$ cat src/rtl/seg7_pkg.sv
// Shared types and segment constants for the 8-digit multiplexed time display.
// Segment patterns are active-low, bit0 = CA .. bit6 = CG.
package seg7_pkg;

    typedef enum logic {
        BLANK = 1'b0,
        DRIVE = 1'b1
    } state_t;

    localparam logic VIEW_HMS = 1'b0;
    localparam logic VIEW_MSM = 1'b1;

    localparam logic [6:0] SEG_BLANK = 7'h7F;
    localparam logic [6:0] SEG_DASH  = 7'b0111111;

    // Nibbles 10-15 are not valid BCD and render as a dash.
    localparam logic [6:0] GLYPH [16] = '{
        7'h40, 7'h79, 7'h24, 7'h30, 7'h19, 7'h12, 7'h02, 7'h78,
        7'h00, 7'h10, SEG_DASH, SEG_DASH, SEG_DASH, SEG_DASH, SEG_DASH, SEG_DASH
    };

endpackage

$ cat src/rtl/seg7_time_scanner_bcd_to_seg7.sv
// Combinational BCD nibble to active-low 7-segment decoder.
module bcd_to_seg7
    import seg7_pkg::*;
(
    input  logic [3:0] bcd,
    output logic [6:0] seg
);

    assign seg = GLYPH[bcd];

endmodule

$ cat src/rtl/seg7_time_scanner.sv
// Scans a frame-stable snapshot of BCD time onto an 8-digit common-anode display,
// with an all-off gap before every digit and a blinking digit while a field is being set.
module seg7_time_scanner
    import seg7_pkg::*;
#(
    parameter int DIGIT_TICKS = 100_000,
    parameter int BLANK_TICKS = 1_000,
    parameter int BLINK_TICKS = 25_000_000
) (
    input  logic        clk_in,
    input  logic        resetn,
    input  logic [7:0]  Hours_i,
    input  logic [7:0]  Minutes_i,
    input  logic [7:0]  Seconds_i,
    input  logic [11:0] milli_i,
    input  logic [5:0]  set_i,
    input  logic        view_i,
    output logic [7:0]  an_o,
    output logic [6:0]  seg_o,
    output logic        dp_o
);

    localparam int TICK_MAX = (DIGIT_TICKS > BLANK_TICKS) ? DIGIT_TICKS : BLANK_TICKS;
    localparam int TICK_W   = $clog2(TICK_MAX);
    localparam int BLINK_W  = $clog2(BLINK_TICKS);

    state_t              state, state_nxt;
    logic [TICK_W-1:0]   tick_cnt;
    logic [2:0]          idx;
    logic                last_tick;
    logic [BLINK_W-1:0]  blink_cnt;
    logic                blink_ph;
    logic [5:0]          set_prev;
    logic                first_q;

    logic [7:0]          hours_q, minutes_q, seconds_q;
    logic [11:0]         milli_q;
    logic                view_q;

    logic                view_eff;
    logic [3:0]          nibble;
    logic                dp_lit;
    logic                blank_digit;
    logic [6:0]          glyph;
    logic [7:0]          blink_mask;
    logic                blink_hit;
    logic [7:0]          an_nxt;
    logic [6:0]          seg_nxt;
    logic                dp_nxt;

    bcd_to_seg7 u_dec (
        .bcd (nibble),
        .seg (glyph)
    );

    // Any set code forces the full HH.MM.SS view so the field being edited is visible.
    assign view_eff   = (set_i != 6'd0) ? VIEW_HMS : view_q;
    assign blink_mask = {set_i, 2'b00};
    assign blink_hit  = $onehot(set_i) && blink_ph && blink_mask[idx];

    always_comb begin
        nibble      = 4'h0;
        dp_lit      = 1'b0;
        blank_digit = 1'b0;
        if (view_eff == VIEW_HMS) begin
            case (idx)
                3'd7:    nibble = hours_q[7:4];
                3'd6:    nibble = hours_q[3:0];
                3'd5:    nibble = minutes_q[7:4];
                3'd4:    nibble = minutes_q[3:0];
                3'd3:    nibble = seconds_q[7:4];
                3'd2:    nibble = seconds_q[3:0];
                3'd1:    nibble = milli_q[11:8];
                default: nibble = milli_q[7:4];
            endcase
            dp_lit = (idx == 3'd6) || (idx == 3'd4) || (idx == 3'd2);
        end else begin
            case (idx)
                3'd7:    blank_digit = 1'b1;
                3'd6:    nibble = minutes_q[7:4];
                3'd5:    nibble = minutes_q[3:0];
                3'd4:    nibble = seconds_q[7:4];
                3'd3:    nibble = seconds_q[3:0];
                3'd2:    nibble = milli_q[11:8];
                3'd1:    nibble = milli_q[7:4];
                default: nibble = milli_q[3:0];
            endcase
            dp_lit = (idx == 3'd5) || (idx == 3'd3);
        end
    end

    always_comb begin
        state_nxt = state;
        last_tick = 1'b0;
        an_nxt    = an_o;
        seg_nxt   = seg_o;
        dp_nxt    = dp_o;
        case (state)
            BLANK: if (tick_cnt == TICK_W'(BLANK_TICKS - 1)) begin
                last_tick = 1'b1;
                state_nxt = DRIVE;
            end
            default: if (tick_cnt == TICK_W'(DIGIT_TICKS - 1)) begin
                last_tick = 1'b1;
                state_nxt = BLANK;
            end
        endcase
        // Digit content and blink decision are fixed at slot entry and held for the slot.
        if (state == BLANK && state_nxt == DRIVE) begin
            an_nxt  = blink_hit ? 8'hFF : ~(8'b1 << idx);
            seg_nxt = blank_digit ? SEG_BLANK : glyph;
            dp_nxt  = ~dp_lit;
        end else if (state_nxt == BLANK) begin
            an_nxt  = 8'hFF;
            seg_nxt = SEG_BLANK;
            dp_nxt  = 1'b1;
        end
    end

    always_ff @(posedge clk_in) begin
        if (!resetn) begin
            state     <= BLANK;
            tick_cnt  <= '0;
            idx       <= 3'd0;
            an_o      <= 8'hFF;
            seg_o     <= SEG_BLANK;
            dp_o      <= 1'b1;
            first_q   <= 1'b1;
            hours_q   <= 8'h00;
            minutes_q <= 8'h00;
            seconds_q <= 8'h00;
            milli_q   <= 12'h000;
            view_q    <= VIEW_HMS;
        end else begin
            state    <= state_nxt;
            tick_cnt <= last_tick ? '0 : tick_cnt + TICK_W'(1);
            an_o     <= an_nxt;
            seg_o    <= seg_nxt;
            dp_o     <= dp_nxt;
            first_q  <= 1'b0;
            if (state == DRIVE && last_tick)
                idx <= idx + 3'd1;
            if (first_q || (state == DRIVE && last_tick && idx == 3'd7)) begin
                hours_q   <= Hours_i;
                minutes_q <= Minutes_i;
                seconds_q <= Seconds_i;
                milli_q   <= milli_i;
                view_q    <= view_i;
            end
        end
    end

    // A set-code change restarts the blink phase so the newly selected digit shows first.
    always_ff @(posedge clk_in) begin
        if (!resetn) begin
            blink_cnt <= '0;
            blink_ph  <= 1'b0;
            set_prev  <= 6'd0;
        end else begin
            set_prev <= set_i;
            if (set_i != set_prev) begin
                blink_cnt <= '0;
                blink_ph  <= 1'b0;
            end else if (blink_cnt == BLINK_W'(BLINK_TICKS - 1)) begin
                blink_cnt <= '0;
                blink_ph  <= ~blink_ph;
            end else begin
                blink_cnt <= blink_cnt + BLINK_W'(1);
            end
        end
    end

endmodule

$ cat config.mk
export PLATFORM = sky130hd
export DESIGN_NAME = seg7_time_scanner
export DESIGN_NICKNAME = d
export VERILOG_FILES = /design/src/rtl/seg7_pkg.sv /design/src/rtl/seg7_time_scanner_bcd_to_seg7.sv /design/src/rtl/seg7_time_scanner.sv
export SDC_FILE = /design/constraint.sdc
export NUM_CORES = 1
export LEC_CHECK = 0
export ABC_AREA = 1
export BUFFER_PORTS_ARGS = -buffer_cell sky130_fd_sc_hd__buf_2
export CAP_MARGIN = 10
export CORE_ASPECT_RATIO = 1.2
export CORE_MARGIN = 5
export CORE_UTILIZATION = 40
export CTS_BUF_LIST = sky130_fd_sc_hd__clkbuf_8
export DETAILED_ROUTE_END_ITERATION = 7
export GPL_TIMING_DRIVEN = 0
export SYNTH_ARGS = -nofsm -noshare
export SYNTH_HDL_FRONTEND = slang
export SYNTH_HIERARCHICAL = 1
export SYNTH_SLANG_ARGS = --single-unit
$ cat constraint.sdc
create_clock -name clk_in -period 7.88 [get_ports clk_in]
set_input_delay 1.576 -clock clk_in [delete_from_list [all_inputs] [get_ports clk_in]]
set_output_delay 1.576 -clock clk_in [all_outputs]
set_load 0.02 [all_outputs]
==> flow_results.org <==
** Timing
- Normalized max-slew margin :: 0.538
- For the pin with the worst max-slew slack, the measured transition is 693 ps.
- Fin Setup TNS :: 0 ps
- Max Clk Rate :: 255 MHz
- The tightest hold path in the finished design has a slack of 458 ps.
- Final critical-path share of the clock period :: 0.497
- Final max-slew violation count :: 0
- Setup repair after global routing left no endpoint under its margin.
- Across the routed clock network, the largest skew measured is 15.9 ps.
- Post-route minimum period :: 3920 ps
- Final setup violation count :: 0
- The count of endpoints failing hold in the final timing report is 0.

** Worst setup path
- Cell with the largest stage delay on the worst path :: sky130_fd_sc_hd__fa_1
- The critical path goes through buf_2 > inv_1 > fa_1 > fa_1 > inv_1 > ha_1 > fa_1 > nor3_1 > nand3_1 > nand3_1 > o21ai_0 > nand2_1.
- Counting stages on the worst path, the most repeated cell is sky130_fd_sc_hd__fa_1.
- The worst setup path is captured at a flop.
- Critical path type :: input pin to flop
- Required time at the endpoint of the critical path :: 8210 ps
- Max incr delay on CP :: 500 ps
- The critical path starts at set_i[0].
- Kind of start point of the critical path :: input pin
- Setup slack on the worst reg-to-reg path comes out at 4380 ps.
- Data on the critical path arrives at its endpoint at 4240 ps.
- Along the worst path, the maximum fanout reaches 8.
- In this run the critical register-to-register path is launched from idx[2]$_SDFFE_PN0P_.

** Cells and area
- Relative to the synthesized area, the layout overhead comes to 12.6%.
- Number of antenna diodes :: 0
- Final layout net count :: 1,016
- The filler cells instantiated in the layout total 1,500.
- Fraction of final layout cells sized beyond drive strength 1 :: 0.111

** Synth
- Of the synthesized area, sequential elements account for 0.366.
- When the netlist entered floorplanning its net count stood at 946.
- Synthesized area divided by synthesized cell count :: 6.63 um2
- Sorting the synthesized cells by area gives the leading types as sky130_fd_sc_hd__dfxtp_1, sky130_fd_sc_hd__nand2_1, sky130_fd_sc_hd__nand3_1, sky130_fd_sc_hd__nor2_1, sky130_fd_sc_hd__inv_1.
- For this run, asynchronously set or reset flops after synthesis account for 0.
- Fraction of synthesized cell area taken by the top area cell type :: 0.366
- Synth Register Bits :: 107
- Post-synthesis instance total :: 883
- Counting flops with a built-in enable in the synthesized netlist gives 0.
- The synthesized netlist occupies a cell area of 0.00585 mm2.
- Of all cell types, the one taking the most synthesized area is sky130_fd_sc_hd__dfxtp_1.
- The Yosys step of the flow raised 6 warnings.
- The most used flip-flop cell after synthesis is sky130_fd_sc_hd__dfxtp_1.
- In this run, distinct cell masters in the synthesized netlist total 35.

** Floorplan
- Number of top-level pins :: 61
- FP Rows :: 48
- Core area :: 0.0144 mm2
- Die boundary height :: 143 um
- Starting density of the core :: 0.408
- The die covers 0.0172 mm2.
- In this run the horizontal extent of the chip is 120 um.

** Power
- Internal power component :: 782 uW
- Of the total power, the share spent switching nets is 0.249.
- In this run the power spent charging and discharging nets is 259 uW.
- Part of the total power dissipated in the clock network :: 0.366
- Static power due to leakage :: 0.00279 uW
- Portion of total power attributed to combinational logic :: 0.091
- Worst vdd ir :: 106 uV
- Power density cells :: 158 mW/mm2
- Part of the total power dissipated in sequential elements :: 0.542

** Clock network
- The clock reaches the later pin of the worst-skew pair after 390 ps.
- TritonCTS built the clock tree.
- The number of gates resized after CTS was 0.
- Hold-fix buffer count after cts :: 0
- Count of clock tree sinks :: 107
- Post-CTS Repair Setup Buffers :: 0
- The clock passes through at most 2 buffers.
- Buffers inserted during clock tree synthesis total 9.
- Clock transition at the registers of the reported paths :: 90 ps
- Htree depth :: 3
- The tree is rooted in a sky130_fd_sc_hd__clkbuf_8.

** Placement
- Sum of net half-perimeters after detailed placement :: 11,800 um
- The count of buffers added on input and output ports is 59.
- Last weighted congestion value of the routability-driven placer :: 0.909

** Global route
- Entering global routing, the biggest net connects 18 pins.
- The total overflow left after global routing is 0.
- In the global route stage, overall resource usage came out at 0.184.
- The first global-routing pass estimated 25,700 um of wire.
- The number of antenna violations at the first check in global routing was 0.
- The via count of the first global-routing pass was 5,388.

** Routing
- Across all layers, the routed design uses 5,539 vias.
- WL per Instance :: 13.4 um
- In this run, the number of DRC markers left after iteration 0 of detailed routing was 256.
- Remaining number of nets flagged by the antenna check after routing :: 0
- For this run, design rule violations remaining after detail routing come to 0.
- Summed over all layers, the routed wires come to 15,200 um.
- Number of optimization iterations in the first detailed-route pass :: 5
- Using the TritonRoute via totals, the vias-per-cell ratio works out to 4.89.

** Flow run
- MaxCap Viol Count :: 0

** Run status
- Status :: finished, final reports clean

** Min path
- In this run the most critical hold path is launched from tick_cnt[0]$_SDFF_PP0_.
- Path category of the worst min-delay check :: flop to flop
-- kinds of logic (layout without fill, tap and decap cells) --
logic type,Yosys count,count (layout),share of synthesized area
buffers and inverters,154,229,0.108
AO/OA/AOI/OAI,105,105,0.0960
AND/OR/NAND/NOR,478,478,0.356
flip-flops,107,107,0.366
adder cells (fa/ha/maj),18,18,0.0423
XOR/XNOR,21,21,0.0314
-- power by group through the flow --
stage | Combinational (uW) | Clock (uW) | Sequential, uW
6_report | 95.1 | 382 | 564
5_1_grt | 110 | 415 | 566
4_1_cts | 95.4 | 394 | 564
3_5_place_dp | 95.2 | 0 | 576
3_3_place_gp | 94.4 | 0 | 577
2_1_floorplan | 64.7 | 0 | 574
-- cells in the final DEF, fill, tap and decap left out, types with 3 or more instances in the layout --
cell and instances:
sky130_fd_sc_hd__buf_4 4, sky130_fd_sc_hd__o21ai_0 27, sky130_fd_sc_hd__or2_2 3, sky130_fd_sc_hd__nand3b_1 7, sky130_fd_sc_hd__nand4_1 17, sky130_fd_sc_hd__o2111ai_1 3, sky130_fd_sc_hd__buf_2 67, sky130_fd_sc_hd__xor2_1 18
sky130_fd_sc_hd__buf_1 3, sky130_fd_sc_hd__ha_1 15, sky130_fd_sc_hd__buf_6 4, sky130_fd_sc_hd__clkbuf_8 10, sky130_fd_sc_hd__inv_1 115, sky130_fd_sc_hd__o22ai_1 15, sky130_fd_sc_hd__dfxtp_1 107, sky130_fd_sc_hd__nand2_1 188
sky130_fd_sc_hd__a21oi_1 56, sky130_fd_sc_hd__clkbuf_1 16, sky130_fd_sc_hd__nor2_2 4, sky130_fd_sc_hd__xnor2_1 3, sky130_fd_sc_hd__nand3_1 94, sky130_fd_sc_hd__nor4_1 3, sky130_fd_sc_hd__fa_1 3, sky130_fd_sc_hd__nor2_1 125
sky130_fd_sc_hd__nor3_1 31
-- layout make-up --
| cell class | count | area (um2) | share of cell area |
|---|---|---|---|
| plain buffers | 36 | 191 | 0.0290 |
| clock buffers | 10 | 138 | 0.0209 |
| inverters | 118 | 443 | 0.0672 |
| multi-input cells | 622 | 3080 | 0.467 |
| clock inverters | 6 | 87.6 | 0.0133 |
| flip-flops and latches | 107 | 2140 | 0.325 |
| well taps | 175 | 219 | 0.0332 |
| repair buffers | 59 | 295 | 0.0448 |
-- cell usage after synthesis (3+ instances only) --
cell type and n:
sky130_fd_sc_hd__a21oi_1 56, sky130_fd_sc_hd__buf_1 3, sky130_fd_sc_hd__buf_2 8, sky130_fd_sc_hd__buf_4 4, sky130_fd_sc_hd__buf_6 4, sky130_fd_sc_hd__clkbuf_1 16, sky130_fd_sc_hd__dfxtp_1 107, sky130_fd_sc_hd__fa_1 3
sky130_fd_sc_hd__ha_1 15, sky130_fd_sc_hd__inv_1 115, sky130_fd_sc_hd__nand2_1 188, sky130_fd_sc_hd__nand3_1 94, sky130_fd_sc_hd__nand3b_1 7, sky130_fd_sc_hd__nand4_1 17, sky130_fd_sc_hd__nor2_1 125, sky130_fd_sc_hd__nor2_2 4
sky130_fd_sc_hd__nor3_1 31, sky130_fd_sc_hd__nor4_1 3, sky130_fd_sc_hd__o2111ai_1 3, sky130_fd_sc_hd__o21ai_0 27, sky130_fd_sc_hd__o22ai_1 15, sky130_fd_sc_hd__or2_2 3, sky130_fd_sc_hd__xnor2_1 3, sky130_fd_sc_hd__xor2_1 18
-- critical path, delay by kind of cell --
| kind | cells | cell delay [ps] |
|---|---|---|
| simple gates | 4 | 710 |
| compound gates | 1 | 90 |
| fa+ha+maj | 4 | 1590 |
| buf+inv | 3 | 270 |
-- through the flow --
stage                      util  setup WS (ps)  instances  area (um2)  power (uW)
after CTS                 0.459           3950       1133        6590        1050
after floorplan               -           3980        883        5850         639
after detailed placement  0.444           3530       1117        6370         672
final                     0.459           3960       1133        6590        1040
after global placement    0.444           3560       1117        6370         671
after global routing      0.459           3830       1133        6590        1090
-- final timing paths --
path | cells past startpoint | endpoint
worst max register to register | 17 | seg_o[3]$_SDFFE_PN1P_
worst max-delay path | 12 | an_o[4]$_SDFFE_PN1P_
worst min register to register | 1 | tick_cnt[0]$_SDFF_PP0_
worst min-delay path | 1 | tick_cnt[0]$_SDFF_PP0_
-- state kept, by name (all words and copies together), names as in the netlist --
register	flops
blink_cnt	25
tick_cnt	17
milli_q	12
an_o	8
hours_q	8
minutes_q	8
seconds_q	8
seg_o	7
set_prev	6
idx	3
blink_ph	1
dp_o	1
first_q	1
state	1
view_q	1
-- routing by layer --
metal | vias to the layer above | wire [um] | track usage
li1 | 2969 | - | -
met1 | 2435 | 7120 | 0.232
met2 | 102 | 6980 | 0.309
met3 | 33 | 552 | 0.0262
met4 | 0 | 560 | 0.0889
met5 | - | 0 | 0
(Power assumes the default switching activity.)
